[src/rtl/shifter_barrel_pipelined.sv]
// ---------------------------------------------------------------------------
// shifter_barrel_pipelined
//
// Pipelined barrel shifter for SLL, SRL, SRA, ROL and ROR.
//
// The datapath is a single right shifter built from nb_bits_shift fixed
// stages; stage k shifts right by 2**k when bit k of the shift amount is set.
// Left modes are obtained by bit-reversing the operand before the first
// stage and the result after the last stage. Pipeline registers are placed
// after every group of stages_per_reg stages, so the latency is
// L = ceil(nb_bits_shift / stages_per_reg) cycles and the last slice
// register is the output register.
//
// A single global stall freezes every slice while a valid result is waiting
// for ready_i; bubbles travel through the pipe as valid = 0.
//
// Ports:
//   clk_i          clock, rising edge
//   rst_n_i        synchronous active-low reset
//   valid_i        operand valid
//   ready_o        block accepts an operand this cycle
//   data_i         operand
//   shift_value_i  shift amount
//   op_i           000 SLL, 001 SRL, 010 SRA, 011 ROL, 100 ROR, others illegal
//   valid_o        result valid
//   ready_i        downstream accepts the result
//   data_o         result
//   op_err_o       result came from an illegal op_i (operand passed unshifted)
// ---------------------------------------------------------------------------
module shifter_barrel_pipelined #(
    parameter int nb_bits_data   = 32,
    parameter int nb_bits_shift  = 5,
    parameter int stages_per_reg = 2
) (
    input  logic                     clk_i,
    input  logic                     rst_n_i,
    input  logic                     valid_i,
    output logic                     ready_o,
    input  logic [nb_bits_data-1:0]  data_i,
    input  logic [nb_bits_shift-1:0] shift_value_i,
    input  logic [2:0]               op_i,
    output logic                     valid_o,
    input  logic                     ready_i,
    output logic [nb_bits_data-1:0]  data_o,
    output logic                     op_err_o
);

    localparam int W = nb_bits_data;
    localparam int S = nb_bits_shift;
    localparam int L = (S + stages_per_reg - 1) / stages_per_reg;

    localparam logic [2:0] OP_SLL = 3'b000;
    localparam logic [2:0] OP_SRL = 3'b001;
    localparam logic [2:0] OP_SRA = 3'b010;
    localparam logic [2:0] OP_ROL = 3'b011;
    localparam logic [2:0] OP_ROR = 3'b100;

    // Mirror a word end to end; turns the right shifter into a left shifter.
    function automatic logic [W-1:0] bit_reverse(input logic [W-1:0] x);
        logic [W-1:0] y;
        for (int b = 0; b < W; b++) begin
            y[b] = x[W-1-b];
        end
        return y;
    endfunction

    // One fixed right-shift stage by amt bits, circular or filled with fill.
    function automatic logic [W-1:0] shift_right_fixed(
        input logic [W-1:0] x,
        input int           amt,
        input logic         rot,
        input logic         fill
    );
        logic [W-1:0] y;
        for (int b = 0; b < W; b++) begin
            if (b + amt < W) begin
                y[b] = x[b + amt];
            end else if (rot) begin
                y[b] = x[b + amt - W];
            end else begin
                y[b] = fill;
            end
        end
        return y;
    endfunction

    // Decoded operand entering the first slice.
    logic [W-1:0] in_data_s;
    logic [S-1:0] in_shamt_s;
    logic         in_rot_s;
    logic         in_fill_s;
    logic         in_left_s;
    logic         in_err_s;

    // Slice registers; index L-1 is the output register.
    logic [W-1:0] data_q  [L];
    logic [S-1:0] shamt_q [L];
    logic         rot_q   [L];
    logic         fill_q  [L];
    logic         left_q  [L];
    logic         err_q   [L];
    logic         valid_q [L];

    // Slice inputs (next-state of each slice) and the shifted data.
    logic [W-1:0] stage_in_s [L];
    logic [W-1:0] data_d     [L];
    logic [S-1:0] shamt_d    [L];
    logic         rot_d      [L];
    logic         fill_d     [L];
    logic         left_d     [L];
    logic         err_d      [L];
    logic         valid_d    [L];

    logic [W-1:0] work_s;
    logic         advance_s;

    // Global stall: everything moves unless a result is waiting on ready_i.
    assign advance_s = ready_i | ~valid_q[L-1];
    assign ready_o   = advance_s;
    assign valid_o   = valid_q[L-1];
    assign data_o    = data_q[L-1];
    assign op_err_o  = err_q[L-1];

    // Decode op_i into shifter controls; illegal ops force a zero shift.
    always_comb begin
        in_rot_s  = 1'b0;
        in_fill_s = 1'b0;
        in_left_s = 1'b0;
        in_err_s  = 1'b0;
        case (op_i)
            OP_SLL: begin
                in_left_s = 1'b1;
            end
            OP_SRL: begin
                in_fill_s = 1'b0;
            end
            OP_SRA: begin
                in_fill_s = data_i[W-1];
            end
            OP_ROL: begin
                in_left_s = 1'b1;
                in_rot_s  = 1'b1;
            end
            OP_ROR: begin
                in_rot_s  = 1'b1;
            end
            default: begin
                in_err_s  = 1'b1;
            end
        endcase
        in_shamt_s = in_err_s  ? '0                    : shift_value_i;
        in_data_s  = in_left_s ? bit_reverse(data_i)   : data_i;
    end

    // Route each slice's source: the decoded operand or the previous slice.
    always_comb begin
        stage_in_s[0] = in_data_s;
        shamt_d[0]    = in_shamt_s;
        rot_d[0]      = in_rot_s;
        fill_d[0]     = in_fill_s;
        left_d[0]     = in_left_s;
        err_d[0]      = in_err_s;
        valid_d[0]    = valid_i;
        for (int j = 1; j < L; j++) begin
            stage_in_s[j] = data_q[j-1];
            shamt_d[j]    = shamt_q[j-1];
            rot_d[j]      = rot_q[j-1];
            fill_d[j]     = fill_q[j-1];
            left_d[j]     = left_q[j-1];
            err_d[j]      = err_q[j-1];
            valid_d[j]    = valid_q[j-1];
        end
    end

    // Apply the fixed stages owned by each slice; undo the reversal at the end.
    always_comb begin
        work_s = '0;
        for (int j = 0; j < L; j++) begin
            work_s = stage_in_s[j];
            for (int k = 0; k < S; k++) begin
                work_s = (((k / stages_per_reg) == j) && shamt_d[j][k])
                       ? shift_right_fixed(work_s, 1 << k, rot_d[j], fill_d[j])
                       : work_s;
            end
            data_d[j] = ((j == L - 1) && left_d[j]) ? bit_reverse(work_s) : work_s;
        end
    end

    // Slice registers: reset drops every in-flight item, stall holds all.
    always_ff @(posedge clk_i) begin
        if (!rst_n_i) begin
            for (int j = 0; j < L; j++) begin
                valid_q[j] <= 1'b0;
            end
            data_q[L-1] <= '0;
            err_q[L-1]  <= 1'b0;
        end else if (advance_s) begin
            for (int j = 0; j < L; j++) begin
                data_q[j]  <= data_d[j];
                shamt_q[j] <= shamt_d[j];
                rot_q[j]   <= rot_d[j];
                fill_q[j]  <= fill_d[j];
                left_q[j]  <= left_d[j];
                err_q[j]   <= err_d[j];
                valid_q[j] <= valid_d[j];
            end
        end
    end

endmodule

[config.mk]
export PLATFORM = sky130hd
export DESIGN_NAME = shifter_barrel_pipelined
export DESIGN_NICKNAME = d
export VERILOG_FILES = /design/src/rtl/shifter_barrel_pipelined.sv
export SDC_FILE = /design/constraint.sdc
export NUM_CORES = 1
export LEC_CHECK = 0
export ABC_AREA = 0
export CELL_PAD_IN_SITES_DETAIL_PLACEMENT = 0
export CELL_PAD_IN_SITES_GLOBAL_PLACEMENT = 1
export CORE_MARGIN = 3
export CORE_UTILIZATION = 41
export CTS_CLUSTER_SIZE = 24
export DETAILED_ROUTE_END_ITERATION = 12
export GPL_TIMING_DRIVEN = 1
export PLACE_DENSITY = 0.75
export SLEW_MARGIN = 25
export SYNTH_ARGS = -nofsm -noshare
export SYNTH_HDL_FRONTEND = slang
export SYNTH_SLANG_ARGS = --single-unit
[constraint.sdc]
create_clock -name clk_i -period 5.67 [get_ports clk_i]
set_input_delay 0.567 -clock clk_i [delete_from_list [all_inputs] [get_ports clk_i]]
set_output_delay 0.567 -clock clk_i [all_outputs]
set_load 0.05 [all_outputs]
==> qor.csv, run 1 <==
metric,value,unit
sequential share of the synthesized area,44.83,%
Seq cells post-synth,112,
fin cells,854,
leakage,3.074,nW
DR WL/cell,18.35,µm
crit path time final,3.532,ns
DRC Markers,0,
CP Cell Sequence,clkdlybuf4s50_1 > xnor2_1 > nand2_2 > clkinv_1 > a2111oi_0 > a221oi_1,
first-pass GRT wire length,26.43,mm
layout cells sized above 1,16.85,%
Cells after Synth,608,
Post-synth top flop,edfxtp_1,
Startpoint Class,primary input,
top post-synthesis cells by area,"edfxtp_1 45%, mux4_2 17%, mux2i_1 8.1%",
DP HPWL,11.62,mm
Vias,5060,
internal power,0.001734,W
TNS Setup,0,ns
status,"finished, final reports clean",
FMAX,283.1,MHz
gr usage total,16.36,%
Worst VDD drop,0.1754,mV
DRT Pass-1 Iters,4,
final setup fails,0,
Antenna Cells,0,
hold_buf cts,0,
Iter 0 DRT Violations,350,
CP endpoint kind,flop,
syn avg cell area,12.34,µm²
Die Y,141.3,µm
max-cap viol count,0,
Congestion Overflow GR,0,
hold path startpoint,left_q[0][0]$_DFFE_PN_,
initial core utilization,42.63,%
count of cell types in the netlist,57,
mapped cell area,7502,µm²
DR vias/cell,5.925,
# nets final,668,
Seq pwr share,45.0,%
Cell Pwr Density,283.8,nW/µm²
Setup CP Type,primary input to flop,
worst skew pair latency,0.35,ns
x dimension of the die,141.3,µm
number of H-tree levels,3,
ANT nets after route,0,
"CTS clk-pin slew, worst paths",0.07,ns
Comb power frac,25.3,%
Min Hold Slack,0.4206,ns
I/O pin cnt,79,
Final Power,0.002417,W
clk root buf,clkbuf_16,
FP Rows,48,
postcts setup bufs,0,
Rel. slew slack,34.55,%
CTS tree,done,
Num Clock Sinks,112,
initial antenna violation count,0,
peak per-stage delay on the critical path,0.88,ns
switching power,0.0006830,W
post-synthesis net count,652,
number of global-route vias before repair,4920,
Reg-to-Reg Start,valid_q[0][2]$_SDFFCE_PP0P_,
Final Skew,0.007799,ns
# port buffers,78,
Critical Path AT,3.60,ns
count of final hold-check violations,0,
pin count of the biggest net entering global routing,51,
Core Area,17600,µm²
Synth top area share,44.83,%
PostCTS Resize Cnt,0,
"EDFF count, synth",112,
crit path max-delay cell type,clkinv_1,
gpl congestion,0.8938,
Die ar.,19960,µm²
Final Cycle Share,62.29,%
routed wire length,15.68,mm
CTS Buffer Depth,2,
post-synth top area cell,edfxtp_1,
WP data required,5.74,ns
Clk network pwr share,29.7,%
Post-synth ARST share,0,%
Net Sw Frac,28.26,%
Worst Max-Slew Pin Slew,0.9758,ns
YS warnings,0,
Slew Limit Fails,0,
RSZ-0062 raised after global routing,false,
placed cell count,838,
crit-path max FO,27,
min-delay worst type,flop to flop,
Area Overhead vs Synth,13.51,%
Worst Setup SP,op_i[0],
CTS Buf Count,9,
==> worst max-delay path: cells and delay by family <==
family | cells | cell delay (ns)
buffers and inverters | 2 | 1.63
AOI/OAI and AO/OA | 2 | 0.81
and+or+nand+nor | 1 | 0.36
xor gates and xnor gates | 1 | 0.23
==> kinds of logic (layout without fill, tap and decap cells) <==
family	count (synthesis)	count (layout)	synth area share [%]
mux	136	136	27.95
compound gates	133	133	12.06
simple gates	127	127	7.855
flops	112	112	44.83
buf+inv	98	119	7.071
xor+xnor	2	2	0.2335
==> flip-flops by register name, indices dropped and copies added, names as in the netlist <==
register,cells
valid_q,3
err_q,3
fill_q,2
left_q,2
shamt_q,4
data_q,96
rot_q,2
==> layout by cell type (no fill, tap or decap), types with 2 or more instances in the layout <==
master	Yosys	layout
o221ai_1	2	2
o2111ai_1	3	3
bufinv_16	0	3
o21a_1	2	2
clkdlybuf4s50_1	0	78
o21ai_0	19	19
clkbuf_16	0	9
a211oi_1	25	25
o31ai_1	2	2
mux2i_1	61	61
a21o_1	2	2
nor2b_1	9	9
nand3_1	4	4
edfxtp_1	112	112
o211a_1	9	9
a21boi_0	3	3
and3_1	5	5
o311ai_0	4	4
and2_1	6	6
o211ai_1	6	6
nor3_1	7	7
mux2_2	18	18
clkinv_1	3	2
mux4_2	57	57
buf_4	34	10
clkinvlp_4	0	2
nand2b_1	6	6
inv_1	12	12
a21oi_1	39	39
nand2_1	31	31
nor2_1	51	51
a2111oi_0	2	2
==> layer usage <==
layer  global-route usage [%]  routed length [µm]  share of wire (%)  up-vias
li1                         -                   -                  -     2388
met3                    2.123                 911                5.8       21
met5                        0                   0                  0        -
met4                    5.201                 306                2.0        0
met2                    26.01                7483                 48      176
met1                    23.52                6974                 44     2475
==> power by group through the flow <==
stage	clock [W]	sequential (W)	combinational, W
global placement	0	0.00110	0.000602
global route	0.000777	0.00110	0.000662
detailed placement	0	0.00111	0.000612
floorplan	0	0.00108	0.000484
CTS	0.000734	0.00109	0.000614
finish	0.000718	0.00109	0.000612
==> cells in the mapped netlist, types with 2 or more instances <==
library cell,instances
nor2_1,51
a211oi_1,25
clkinv_1,3
clkbuf_1,29
buf_1,7
a2111oi_0,2
edfxtp_1,112
o31ai_1,2
o211ai_1,6
o2111ai_1,3
buf_2,10
and3_1,5
mux2i_1,61
nor2b_1,9
mux4_2,57
buf_4,34
a21boi_0,3
o211a_1,9
a21oi_1,39
o311ai_0,4
o21ai_0,19
and2_1,6
nand3_1,4
inv_1,12
nand2_1,31
nor3_1,7
buf_6,3
o221ai_1,2
a21o_1,2
mux2_2,18
o21a_1,2
nand2b_1,6
==> final timing paths <==
| path | end | slack (ns) | depth (start not counted) |
|---|---|---|---|
| worst max-delay path | data_q[0][29]$_DFFE_PN_ | 2.14 | 6 |
| worst min-delay path | left_q[0][1]$_DFFE_PN_ | 0.42 | 0 |
| worst max register to register | data_q[0][27]$_DFFE_PN_ | 2.77 | 4 |
| worst min register to register | left_q[0][1]$_DFFE_PN_ | 0.42 | 0 |
==> layout make-up <==
class                           instances  area [µm²]
Fill cell                            1522        9081
Clock buffer                            9       225.2
Multi-Input combinational cell        398        3608
Sequential cell                       112        3363
Timing Repair Buffer                   88       855.8
Inverter                               15       56.30
Clock inverter                          7       125.1
Tap cell                              225       281.5
==> per-stage QoR <==
step	instance area, µm²	setup WS [ns]	utilization [%]
after floorplan	7502	1.801	-
after global placement	8165	1.887	46.40
after global routing	8516	1.831	48.39
after detailed placement	8165	1.834	46.40
final	8516	2.138	48.39
after CTS	8516	2.195	48.39
Note: power is estimated with default switching activity, not from simulation.
==> inputs of run 2 (changes only) <==
--- a/config.mk
+++ b/config.mk
@@ -13,7 +13,7 @@
 export CTS_CLUSTER_SIZE = 24
 export DETAILED_ROUTE_END_ITERATION = 12
 export GPL_TIMING_DRIVEN = 1
-export PLACE_DENSITY = 0.75
+export PLACE_DENSITY = 0.78
 export SLEW_MARGIN = 25
 export SYNTH_ARGS = -nofsm -noshare
 export SYNTH_HDL_FRONTEND = slang
==> constraint.sdc (replaced) <==
create_clock -name clk_i -period 3 [get_ports clk_i]
set_input_delay 0.3 -clock clk_i [delete_from_list [all_inputs] [get_ports clk_i]]
set_output_delay 0.3 -clock clk_i [all_outputs]
set_load 0.05 [all_outputs]
==> qor.csv, run 2 (same netlist as run 1, synthesis figures left out) <==
metric,value,unit,change
Top Registers,"data_q x96, shamt_q x4",,
Num Clock Sinks,112,,unchanged
Die ar.,19960,µm²,unchanged
worst skew pair latency,0.35,ns,about the same
Die Y,141.3,µm,unchanged
number of H-tree levels,3,,unchanged
crit path time final,2.303,ns,
Post-Place Cell Area,8294,µm²,+1.6%
gpl congestion,0.8717,,-2.5%
Congestion Overflow GR,0,,unchanged
Worst Max-Slew Pin Slew,0.9625,ns,-0.01328 ns
final instance area,8581,µm²,+0.76%
status,"finished, final reports clean",,
"CTS clk-pin slew, worst paths",0.07,ns,about the same
gr usage total,16.64,%,+0.28 points
ANT nets after route,0,,unchanged
RSZ-0062 raised after global routing,false,,
PostCTS Resize Cnt,0,,unchanged
x dimension of the die,141.3,µm,unchanged
Top reg by flops,data_q,,
I/O pin cnt,79,,unchanged
min-delay worst type,flop to flop,,
leakage,3.122,nW,+1.6%
number of global-route vias before repair,4932,,+0.24%
layout cells sized above 1,18.13,%,+1.3 points
Area Overhead vs Synth,14.38,%,
initial core utilization,42.63,%,unchanged
"commonest non-fill, non-tap cell in the layout",edfxtp_1,,
CTS Buf Count,9,,unchanged
# port buffers,78,,unchanged
initial antenna violation count,0,,unchanged
crit-path max FO,39,,+44%
Setup CP Type,primary input to flop,,
Critical Path AT,2.41,ns,-1.19 ns
WP data required,3.11,ns,-2.63 ns
pin count of the biggest net entering global routing,77,,+51%
Iter 0 DRT Violations,446,,+27%
Startpoint Class,primary input,,
most frequent cells in the layout,"112 x edfxtp_1, 78 x clkdlybuf4s50_1, 61 x mux2i_1, 57 x mux4_2, 51 x nor2_1",,
Slew Limit Fails,0,,unchanged
FMAX,434.2,MHz,
DP HPWL,12.07,mm,+3.8%
Largest register FFs,96,,unchanged
CP endpoint kind,flop,,
postcts setup bufs,0,,unchanged
count of final hold-check violations,0,,unchanged
Antenna Cells,0,,unchanged
max-cap viol count,0,,unchanged
CTS Buffer Depth,2,,unchanged
hold_buf cts,0,,unchanged
Final Skew,0.007389,ns,-0.0004101 ns
Vias,5046,,-0.28%
Min Hold Slack,0.4209,ns,+0.0003400 ns
# nets final,680,,+1.8%
first-pass GRT wire length,26.52,mm,+0.34%
Rel. slew slack,35.83,%,+1.3 points
DR WL/cell,18.63,µm,+1.5%
routed wire length,16.12,mm,+2.8%
FP Rows,48,,unchanged
clk root buf,clkbuf_16,,
CTS tree,done,,
Cell Pwr Density,512.4,nW/µm²,+81%
final setup fails,0,,unchanged
DR vias/cell,5.834,,-1.5%
DRC Markers,0,,unchanged
Core Area,17600,µm²,unchanged
TNS Setup,0,ns,unchanged
Final Cycle Share,76.76,%,
DRT Pass-1 Iters,4,,unchanged
Worst VDD drop,0.2986,mV,+70%
[run 2: cell count changes in the layout (fill, tap and decap cells not counted)]
cell / change
buf_4: +9
bufinv_16: -2
inv_8: -1
clkinv_4: +1
clkinv_2: +3
clkbuf_1: +1
inv_2: -1
clkinvlp_4: -2
buf_12: +3
[run 2: cell type report]
| type | instances | area (µm²) |
|---|---|---|
| Timing Repair Buffer | 100 | 983.4 |
| Tap cell | 225 | 281.5 |
| Clock buffer | 10 | 229.0 |
| Sequential cell | 112 | 3363 |
| Fill cell | 1594 | 9016 |
| Multi-Input combinational cell | 398 | 3608 |
| Clock inverter | 5 | 57.56 |
| Inverter | 15 | 57.56 |
[run 2: metrics by stage]
stage / std cells / util, % / setup slack [ns] / total power [W]
after global routing: 865 / 48.76 / 0.5289 / 0.004610
after global placement: 850 / 47.13 / 0.3622 / 0.003244
after CTS: 865 / 48.76 / 0.6697 / 0.004440
after detailed placement: 850 / 47.13 / 0.2883 / 0.003272
after floorplan: 608 / - / 0.1397 / 0.002959
final: 865 / 48.76 / 0.6971 / 0.004396
[run 2: power by group]
group | internal [W] | leakage, nW | switching, W
Sequential | 0.00195 | 1.16 | 0.000118
Combinational | 0.000525 | 1.82 | 0.000645
Clock | 0.000644 | 0.143 | 0.000518
Total | 0.00312 | 3.12 | 0.00128
[run 2: per-layer routing]
layer | GRT usage, % | vias to the layer above | part of all wire, %
li1 | - | 2427 | -
met4 | 4.793 | 0 | 1.4
met3 | 3.943 | 19 | 6.9
met1 | 22.68 | 2405 | 43
met2 | 26.79 | 195 | 49
met5 | 0 | - | 0
[run 2: worst paths after layout]
check	cells after the start	to	startpoint	slack [ns]
worst max register to register	2	data_q[0][46]$_DFFE_PN_	shamt_q[0][3]$_SDFFCE_PP0N_	1.11
worst min-delay path	0	err_q[0][1]$_DFFE_PN_	err_q[0][0]$_DFFE_PN_	0.42
worst max-delay path	7	data_q[0][10]$_DFFE_PN_	op_i[0]	0.70
worst min register to register	0	err_q[0][1]$_DFFE_PN_	err_q[0][0]$_DFFE_PN_	0.42
[run 2: critical path, stage by stage]
cell and delay, ns:
clkdlybuf4s50_1 0.42, o21ai_1 0.26, buf_4 0.20, nand2_4 0.32, buf_4 0.31, mux4_2 0.29, mux2_2 0.28
==> inputs of run 3 (changes only) <==
--- a/config.mk
+++ b/config.mk
@@ -13,7 +13,7 @@
 export CTS_CLUSTER_SIZE = 24
 export DETAILED_ROUTE_END_ITERATION = 12
 export GPL_TIMING_DRIVEN = 1
-export PLACE_DENSITY = 0.78
+export PLACE_DENSITY = 0.75
 export SLEW_MARGIN = 25
 export SYNTH_ARGS = -nofsm -noshare
 export SYNTH_HDL_FRONTEND = slang
==> constraint.sdc (replaced) <==
create_clock -name clk_i -period 2.34 [get_ports clk_i]
set_input_delay 0.234 -clock clk_i [delete_from_list [all_inputs] [get_ports clk_i]]
set_output_delay 0.234 -clock clk_i [all_outputs]
set_load 0.05 [all_outputs]
==> qor.csv, run 3 (same netlist as run 1, synthesis figures left out) <==
metric,value,unit,change
status,"finished, final reports clean",,
WP data required,2.40,ns,-0.71 ns
CTS Buffer Depth,2,,unchanged
routed wire length,16.40,mm,+1.7%
most frequent cells in the layout,"112 x edfxtp_1, 77 x clkdlybuf4s50_1, 61 x mux2i_1, 57 x mux4_2, 51 x nor2_1",,
Final Cycle Share,90.43,%,
postcts setup bufs,0,,unchanged
Worst Max-Slew Pin Slew,0.8286,ns,-0.1339 ns
Num Clock Sinks,112,,unchanged
FMAX,472.6,MHz,
DP HPWL,12.58,mm,+4.2%
Die Y,141.3,µm,unchanged
FF-to-FF path depth,1,,-1
Post-Place Cell Area,8488,µm²,+2.3%
number of global-route vias before repair,5042,,+2.2%
Die ar.,19960,µm²,unchanged
Antenna Cells,0,,unchanged
Worst VDD drop,0.3720,mV,+25%
Iter 0 DRT Violations,352,,-21%
"commonest non-fill, non-tap cell in the layout",edfxtp_1,,
FILL cells,1547,,-2.9%
hold path cells,0,,unchanged
pin count of the biggest net entering global routing,85,,+10%
Critical Path AT,2.18,ns,-0.23 ns
max-cap viol count,0,,unchanged
# port buffers,78,,unchanged
placed cell count,873,,+2.7%
gpl congestion,0.8545,,-2.0%
DRC Markers,0,,unchanged
x dimension of the die,141.3,µm,unchanged
Top reg by flops,data_q,,
initial core utilization,42.63,%,unchanged
Core Area,17600,µm²,unchanged
min-delay worst type,flop to flop,,
DR vias/cell,5.812,,-0.37%
DRT Pass-1 Iters,6,,+2
gr usage total,16.87,%,+0.23 points
Largest register FFs,96,,unchanged
CTS Buf Count,9,,unchanged
I/O pin cnt,79,,unchanged
final setup fails,0,,unchanged
Congestion Overflow GR,0,,unchanged
Vias,5167,,+2.4%
Min Hold Slack,0.4218,ns,+0.0008220 ns
Final Power,0.005592,W,+27%
CP endpoint kind,flop,,
Final Skew,0.006987,ns,-0.0004025 ns
leakage,3.226,nW,+3.3%
RSZ-0062 raised after global routing,false,,
CTS tree,done,,
R2R Setup Slk,0.58,ns,-0.53 ns
crit path time final,2.116,ns,
hold path startpoint,left_q[0][0]$_DFFE_PN_,,
ANT nets after route,0,,unchanged
Cell Pwr Density,638.8,nW/µm²,+25%
final core utilization,49.75,%,+0.99 points
crit-path max FO,7,,-82%
initial antenna violation count,0,,unchanged
fin cells,889,,+2.8%
Top Registers,"data_q x96, shamt_q x4",,
Rel. slew slack,44.76,%,+8.9 points
PostCTS Resize Cnt,0,,unchanged
Setup CP Type,primary input to flop,,
Hold Crit Endpoint,left_q[0][1]$_DFFE_PN_,,
DR WL/cell,18.44,µm,-1.0%
final instance area,8755,µm²,+2.0%
FF-to-FF End,data_q[0][42]$_DFFE_PN_,,
first-pass GRT wire length,26.72,mm,+0.78%
FP Rows,48,,unchanged
Area Overhead vs Synth,16.69,%,
clk root buf,clkbuf_16,,
"CTS clk-pin slew, worst paths",0.07,ns,about the same
Reg-to-Reg Start,shamt_q[0][3]$_SDFFCE_PP0N_,,
# nets final,703,,+3.4%
hold_buf cts,0,,unchanged
number of H-tree levels,3,,unchanged
count of final hold-check violations,0,,unchanged
Slew Limit Fails,0,,unchanged
Startpoint Class,primary input,,
worst skew pair latency,0.35,ns,about the same
layout cells sized above 1,20.93,%,+2.8 points
run 3: changes by cell type in the layout (fill, tap and decap cells not counted), sizes merged:
cell / previous run / this run
clkdlybuf4s50: 78 / 77
buf: 22 / 46
clkbuf: 10 / 12
bufinv: 1 / 0
clkinv: 6 / 5
clkinvlp: 0 / 1
run 3: layout make-up:
class | count | area, µm² | area share (%)
clock buffer | 12 | 236.5 | 2.701
clock inverter | 4 | 30.03 | 0.3430
inverter | 15 | 68.82 | 0.7861
multi-input combinational | 398 | 3608 | 41.22
sequential | 112 | 3363 | 38.42
tap | 225 | 281.5 | 3.216
timing repair buffer | 123 | 1166 | 13.32
run 3: layer usage:
metal	global-route usage, %	up-vias	part of all wire (%)
met5	0	-	0
li1	-	2457	-
met1	22.71	2518	44
met3	2.797	21	4.7
met2	27.82	171	49
met4	5.915	0	2.5
run 3: per-stage QoR:
stage          setup WS (ns)  TNS, ns
5_1_grt              0.08438        0
2_1_floorplan       0.009416        0
3_5_place_dp         -0.1294  -0.3933
4_1_cts               0.2436        0
3_3_place_gp         -0.1216  -0.3161
6_report              0.2239        0
run 3: worst max-delay path by stage:
stage | start | endpoint | slack, ns | cells past startpoint
final | op_i[0] | data_q[0][30]$_DFFE_PN_ | 0.22 | 7
after global routing | op_i[0] | data_q[0][30]$_DFFE_PN_ | 0.08 | 7
after CTS | op_i[0] | data_q[0][26]$_DFFE_PN_ | 0.24 | 9
after detailed placement | op_i[0] | data_q[0][26]$_DFFE_PN_ | -0.13 | 9
after global placement | op_i[0] | data_q[0][30]$_DFFE_PN_ | -0.12 | 8
after floorplan | valid_q[0][2]$_SDFFCE_PP0P_ | data_q[0][79]$_SDFFCE_PP0P_ | 0.009 | 4
run 3: power breakdown:
part           switching, W  leakage, nW  total (W)  internal (W)
clock network      0.000670        0.127    0.00140      0.000728
registers          0.000144         1.16    0.00264       0.00250
logic              0.000844         1.94    0.00156      0.000712
run 3: critical path, cell delays in order:
cell             delay (ns)
clkdlybuf4s50_1        0.42
o21ai_1                0.17
buf_4                  0.17
inv_1                  0.12
o211ai_1               0.26
a22oi_1                0.13
a222oi_1               0.66
